**src/rtl/tff_pkg.sv**
```systemverilog
// rtl/tff_pkg.sv - shared definitions for the toggle-flip-flop counter family
package tff_pkg;

  localparam int TFF_MAX_WIDTH = 16;

  // Clamp a load value into the counter range: min(d, mod-1).
  function automatic logic [TFF_MAX_WIDTH-1:0] sat_load(
    input logic [TFF_MAX_WIDTH-1:0] d,
    input int unsigned              mod
  );
    if ({16'b0, d} >= mod) begin
      return TFF_MAX_WIDTH'(mod - 1);
    end
    return d;
  endfunction

endpackage

```
**src/rtl/tff_cell.sv**
```systemverilog
// rtl/tff_cell.sv - single T flip-flop with asynchronous active-low clear
module tff_cell (
  input  logic clk,
  input  logic rst_n,
  input  logic t,
  output logic q
);

  always_ff @(posedge clk or negedge rst_n) begin
    if (!rst_n) begin
      q <= 1'b0;
    end else if (t) begin
      q <= ~q;
    end
  end

endmodule

```
**src/rtl/tff_sync_counter.sv**
```systemverilog
// rtl/tff_sync_counter.sv - modulo-MOD up/down counter built from a bank of T flip-flops
module tff_sync_counter
  import tff_pkg::*;
#(
  parameter int WIDTH = 4,
  parameter int MOD   = 16
) (
  input  logic             clk,
  input  logic             rst_n,
  input  logic             en,
  input  logic             up_dn,
  input  logic             load,
  input  logic [WIDTH-1:0] d,
  output logic [WIDTH-1:0] q,
  output logic             tc,
  output logic [WIDTH-1:0] t_vec
);

  localparam logic [WIDTH-1:0] MAX_Q = WIDTH'(MOD - 1);

  logic [WIDTH-1:0] nxt;

  // Wrap is tested before the +/-1, so the arithmetic never leaves 0..MOD-1.
  always_comb begin
    nxt = q;
    if (load) begin
      nxt = WIDTH'(sat_load(TFF_MAX_WIDTH'(d), 32'(MOD)));
    end else if (en) begin
      if (up_dn) begin
        nxt = (q == MAX_Q) ? '0 : q + WIDTH'(1);
      end else begin
        nxt = (q == '0) ? MAX_Q : q - WIDTH'(1);
      end
    end
  end

  assign t_vec = q ^ nxt;
  assign tc    = en & ~load & ((up_dn & (q == MAX_Q)) | (~up_dn & (q == '0)));

  for (genvar i = 0; i < WIDTH; i++) begin : g_cell
    tff_cell u_cell (
      .clk   (clk),
      .rst_n (rst_n),
      .t     (t_vec[i]),
      .q     (q[i])
    );
  end

endmodule

```
**config.mk**
```make
export PLATFORM = sky130hd
export DESIGN_NAME = tff_sync_counter
export DESIGN_NICKNAME = d
export VERILOG_FILES = /design/src/rtl/tff_pkg.sv /design/src/rtl/tff_cell.sv /design/src/rtl/tff_sync_counter.sv
export SDC_FILE = /design/constraint.sdc
export NUM_CORES = 1
export LEC_CHECK = 0
export CAP_MARGIN = 10
export CORE_AREA = 5 5 42 44
export CTS_CLUSTER_DIAMETER = 120
export DETAILED_ROUTE_END_ITERATION = 12
export DIE_AREA = 0 0 47 49
export PLACE_DENSITY = 0.79
export REMOVE_ABC_BUFFERS = 1
export SYNTH_ARGS = -nofsm -noshare
export SYNTH_HDL_FRONTEND = slang
export SYNTH_SLANG_ARGS = --single-unit
```
**constraint.sdc**
```tcl
create_clock -name clk -period 3.3 [get_ports clk]
set_input_delay 0.99 -clock clk [delete_from_list [all_inputs] [get_ports clk]]
set_output_delay 0.99 -clock clk [all_outputs]
set_load 0.05 [all_outputs]
```
==> flow_metrics.tcl, run 1 <==
set metrics [dict create \
    ir_drop_mv 0.223 \
    yosys.area_share.simple 0.227 \
    critical_path_class "input port to primary output" \
    crit_slowest_cell "dlygate4sd2_1" \
    grt_pass1_vias 526 \
    largestRegisters "g_cell.u_cell.q: 4 flops" \
    viasPerCell 5.27 \
    post-synth-top-area-cell "dfrtp_1" \
    dp_cells 98 \
    start_util 0.393 \
    numCtsBuffers 3 \
    worst-path-max-fanout 7 \
    largest_reg_flops 4 \
    globalRouteMet2Util 0.215 \
    final_hold_viol_count 0 \
    avgRoutedWirePerCell_um 14.4 \
    hold-worst-slack_ps 779 \
    setup_viol 0 \
    synth_fa_ha_area_frac 0.0455 \
    wirelength_mm 1.45 \
    ioPinCount 18 \
    layout-drive-gt1-share 0.341 \
    htree_levels 1 \
    synth_top_area_share 0.182 \
    path_delay_family "buffers and inverters" \
    crit_path_start_kind "input port" \
    synth-seq-cells 4 \
    dr.pass1.iters 4 \
    skew_ps 4.07 \
    seq_area_frac_synth 0.182 \
    hp-start "g_cell[0].u_cell.q" \
    grt-busiest-layer "met2" \
    antennaDiodeCount 0 \
    r2r_setup_slack_ps 1400 \
    die_x_um 47 \
    synth_edf_count 0 \
    grt_first_pass_wirelength_mm 2.33 \
    power_uw 367 \
    globalplace.congestion 0.784 \
    powerDensity_nw_per_um2 442 \
    top_register "g_cell.u_cell.q" \
    avgSynthCellArea_um2 7.75 \
    clkTransAtPathRegs_ps 30 \
    ys_warn_count 0 \
    hp-class "flip-flop to flip-flop" \
    overflow 0 \
    grt_max_degree 13 \
    synth.distinct_cells 32 \
    fmax_mhz 313 \
    grt_util_met1 0.166 \
    cp.required_ps 2310 \
    finalNetCount 98 \
    synth-compound-area-share 0.241 \
    cp_num_buf_inv 2 \
    async_flop_share 1.00 \
    maxCapViolCount 0 \
    root_buffer "clkbuf_4" \
    dieArea_um2 2300 \
    hold-path-endpoint "g_cell[0].u_cell.q" \
    postCtsSetupBuffers 0 \
    hpwl_mm 1.02 \
    fin_cells 101 \
    r2r_cells 7 \
    holdBufCountCts 0 \
    r2r_end "g_cell[0].u_cell.q" \
    worstMarginPinSlew_ps 630 \
    fin_crit_sh 0.967 \
    rsz0062_at_grt "no" \
    crit_chain "dlygate4sd2_1 > xnor2_1 > mux2i_1 > o21ai_1 > xnor2_2 > buf_12" \
    use_met3 0.0258 \
    hold_depth 3 \
    worstSkewPairLatency_ps 240 \
    grtUsageTotal 0.141 \
    r2r_start "g_cell[1].u_cell.q" \
    slew_headroom 0.574 \
    drc 0 \
    ys.flop_type "dfrtp_1" \
    initialDrtViolationCount 5 \
    worst_slack_ps 109 \
    synth.area.mux_share 0.0386 \
    synth_top_family_by_area "compound AO/OA/AOI/OAI gates" \
    cts.sinks 4 \
    crit_arrival_ps 2200 \
    status "finished clean" \
    area_growth_pct 51.1 \
    die_h_um 49 \
    antenna_found_initial 0 \
    final_antenna_net_count 0 \
    preCtsSetupSlack_ps -182 \
    io_buffers 17 \
    vias 532 \
    synth_area_leaders "dfrtp_1 (18%), buf_4 (12%), nand2_1 (4.8%)" \
    clock_path_buffers 2 \
    fin_crit_ps 3190 \
    endpoint_kind "primary output" \
    std_cell_rows 14 \
    syn_area_um2 551 \
    p_leak_uw 0.000378 \
    synth_xor_area_frac 0.0636 \
    postSynthCellCount 71 \
    final_max_slew_viol_count 0 \
    core_um2 1400 \
    cts_tree "yes" \
    cp_slowest_stage_delay_ps 390 \
]
## per-stage QoR
step / setup TNS (ps) / utilization / cell area [um^2]
global route: 0 / 0.594 / 832
CTS: -6.70 / 0.570 / 798
floorplan: -520 / - / 454
finish: 0 / 0.594 / 832
global placement: -530 / 0.538 / 754
detailed placement: -586 / 0.538 / 754
## cell families (layout without fill, tap and decap cells)
family,after synthesis,in the layout
and+or+nand+nor,24,24
adders and majority gates,2,2
xor gates and xnor gates,4,4
buffers and inverters,18,32
muxes,2,2
DFF,4,4
AOI/OAI and AO/OA,17,17
## routing by layer
layer	wire length, um	part of all wire
met4	34	0.023
met3	94	0.065
met2	714	0.49
met5	0	0
met1	610	0.42
## power by group
group / total, uW / switching (uW) / leakage (uW) / internal [uW]
clock: 62.1 / 21.4 / 0.0000138 / 40.8
combinational: 235 / 125 / 0.000318 / 110
sequential: 70.4 / 14.3 / 0.0000460 / 56.1
total: 367 / 160 / 0.000378 / 207
## layout by cell type (no fill, tap or decap), types with 2 or more instances in the layout
| cell type | n |
|---|---|
| clkdlybuf4s50_1 | 9 |
| buf_4 | 8 |
| nand2_1 | 7 |
| nor2_1 | 7 |
| buf_12 | 5 |
| clkbuf_4 | 3 |
| dfrtp_1 | 3 |
| inv_1 | 2 |
| xor2_1 | 2 |
| o21ai_1 | 2 |
| inv_2 | 2 |
| and3_1 | 2 |
| a311o_1 | 2 |
| o21ai_0 | 2 |
| a21oi_1 | 2 |
| nor3_1 | 2 |
| dlymetal6s2s_1 | 2 |
## what timing repair did
action,in CTS,in global routing
gates resized for setup,5,10
hold endpoints to repair,0,0
pin swaps,0,3
endpoints found under the setup margin,4,4
## cell usage after synthesis, types with 3 or more instances
master   number
buf_4         9
nand2_1       7
nor2_1        7
dfrtp_1       4
inv_1         4
o21ai_0       4
a21oi_1       3
## worst max path at each step
stage,startpoint,endpoint,slack (ps),cells past startpoint
floorplan,g_cell[1].u_cell.q,t_vec[0],-290,6
global placement,up_dn,t_vec[0],-160,5
detailed placement,up_dn,t_vec[1],-180,6
CTS,en,t_vec[1],-7,5
finish,up_dn,t_vec[1],110,6
global route,g_cell[1].u_cell.q,t_vec[0],20,7
## tightest hold or removal path: stages, from the launching register on
cell,delay (ps)
dfrtp_1,370
buf_4,180
nor2_1,110
o31ai_1,70
## final cells by class
type	count	area, um^2
timing repair buffer	25	284
clock buffer	3	22.5
inverter	4	15.0
fill	130	569
multi-input combinational	49	389
sequential	4	101
tap	16	20.0
Power figures use the tool's default switching activity.
==> run 2: changes to the inputs <==
- CORE_AREA: 5 5 42 44 -> 5 5 44 46
- DIE_AREA: 0 0 47 49 -> 0 0 49 51
- PLACE_DENSITY: 0.79 -> 0.75
- clock period: 3.3 -> 2.89 ns (I/O delays scaled with it)
==> flow_metrics.tcl, run 2 (synthesis results as in run 1) <==
set metrics [dict create \
    slew_headroom 0.670 \
    start_util 0.374 \
    overflow 0 \
    io_buffers 17 \
    finalNetCount 102 \
    final_antenna_net_count 0 \
    grt_max_degree 13 \
    final_hold_viol_count 0 \
    layout_commonest_cell "buf_4" \
    wirelength_mm 1.46 \
    drc 0 \
    htree_levels 1 \
    fin_crit_sh 0.994 \
    critical_path_class "flip-flop to primary output" \
    cp.required_ps 2020 \
    top_register "g_cell.u_cell.q" \
    holdBufCountCts 0 \
    ir_drop_mv 0.221 \
    nFillCells 131 \
    viasPerCell 5.28 \
    worstMarginPinSlew_ps 493 \
    postCtsSetupBuffers 0 \
    avgRoutedWirePerCell_um 13.9 \
    dieArea_um2 2500 \
    grt_pass1_vias 552 \
    vias 554 \
    fmax_mhz 348 \
    antennaDiodeCount 0 \
    fin_util 0.585 \
    grtUsageTotal 0.130 \
    crit_chain "inv_2 > ha_4 > or3b_4 > a21o_1 > a311o_1 > a21oi_2 > buf_12" \
    dr.pass1.iters 4 \
    fin_crit_ps 2870 \
    powerDensity_nw_per_um2 511 \
    hp-class "flip-flop to flip-flop" \
    largestRegisters "g_cell.u_cell.q: 4 flops" \
    final_cell_mix "buf_4 (11), clkdlybuf4s50_1 (8), nand2_1 (7), nor2_1 (7), buf_12 (4)" \
    use_met3 0.0407 \
    p_leak_uw 0.000390 \
    crit_slowest_cell "dfrtp_1" \
    skew_ps 1.41 \
    crit_path_start_kind "flip-flop" \
    rsz0062_at_grt "yes" \
    area_growth_pct 56.4 \
    dp_cells 102 \
    grt-busiest-layer "met2" \
    crit_arrival_ps 2010 \
    std_cell_rows 14 \
    ioPinCount 18 \
    endpoint_kind "primary output" \
    clock_path_buffers 2 \
    worst-path-max-fanout 2 \
    maxCapViolCount 0 \
    grt_util_met1 0.132 \
    globalplace.congestion 0.840 \
    root_buffer "clkbuf_4" \
    status "finished clean" \
    cts.sinks 4 \
    cp_slowest_stage_delay_ps 370 \
    antenna_found_initial 0 \
    fin_cells 105 \
    clkTransAtPathRegs_ps 30 \
    grt_first_pass_wirelength_mm 2.49 \
    layout-drive-gt1-share 0.404 \
    setup_viol 0 \
    globalRouteMet2Util 0.233 \
    hpwl_mm 1.09 \
    final_max_slew_viol_count 0 \
    die_x_um 49 \
    numCtsBuffers 3 \
    die_h_um 51 \
    initialDrtViolationCount 10 \
    worstSkewPairLatency_ps 230 \
    cts_tree "yes" \
    core_um2 1470 \
    largest_reg_flops 4 \
]
-- run 2: cell count changes in the layout (fill, tap and decap cells not counted), sizes merged --
cell           change
clkbuf             +1
bufbuf             +1
dlymetal6s2s       -2
dlygate4sd2        +1
buf                +4
clkdlybuf4s50      -1
-- run 2: per-stage QoR --
stage          hold slack [ps]  setup TNS, ps  power [uW]  instance area [um^2]  worst slack (ps)
2_1_floorplan              571          -1710         213                   454              -578
3_3_place_gp               746          -1290         331                   785              -332
3_5_place_dp               749          -1390         338                   785              -389
4_1_cts                    754              0         419                   833              1.44
5_1_grt                    822           -198         471                   861             -80.3
6_report                   769              0         440                   861              16.5
-- run 2: area by class of cell --
class                   instances  area [um^2]  share of cell area
well taps                      16         20.0              0.0233
clock buffers                   3         22.5              0.0262
repair buffers                 29          314               0.365
flip-flops and latches          4          101               0.118
multi-input cells              49          388               0.451
inverters                       4         15.0              0.0174
-- run 2: power by group --
group / leakage [uW] / switching (uW) / internal [uW]
combinational: 0.000330 / 147 / 150
clock: 0.0000138 / 21.1 / 46.3
sequential: 0.0000462 / 11.4 / 64.1
total: 0.000390 / 180 / 260
-- run 2: repair_timing --
action | 4_1_cts | 5_1_grt
gates cloned | 0 | 0
pin swaps | 4 | 7
resized for setup | 15 | 10
setup endpoints to repair | 5 | 3
-- run 2: critical path, delay by kind of cell, from the launching register on --
kind	cells	cell delay, ps
AOI/OAI and AO/OA	3	650
DFF	1	370
adders and majority gates	1	140
buffers and inverters	2	250
and+or+nand+nor	1	370
-- run 2: per-layer routing --
metal | wire (um) | up-vias
met1 | 576 | 259
met2 | 776 | 19
met5 | 0 | -
li1 | - | 274
met3 | 84 | 2
met4 | 25 | 0
-- run 2: worst paths after layout --
| kind | startpoint | end | slack, ps | cells past startpoint |
|---|---|---|---|---|
| hold / removal | g_cell[0].u_cell.q | g_cell[0].u_cell.q | 770 | 3 |
| hold reg to reg | g_cell[0].u_cell.q | g_cell[0].u_cell.q | 770 | 3 |
| setup / recovery | g_cell[1].u_cell.q | t_vec[0] | 20 | 7 |
| setup reg to reg | g_cell[1].u_cell.q | g_cell[0].u_cell.q | 1170 | 7 |
| min in group asynchronous | rst_n | g_cell[2].u_cell.q | 840 | 1 |
| max in group asynchronous | rst_n | g_cell[3].u_cell.q | 1870 | 1 |
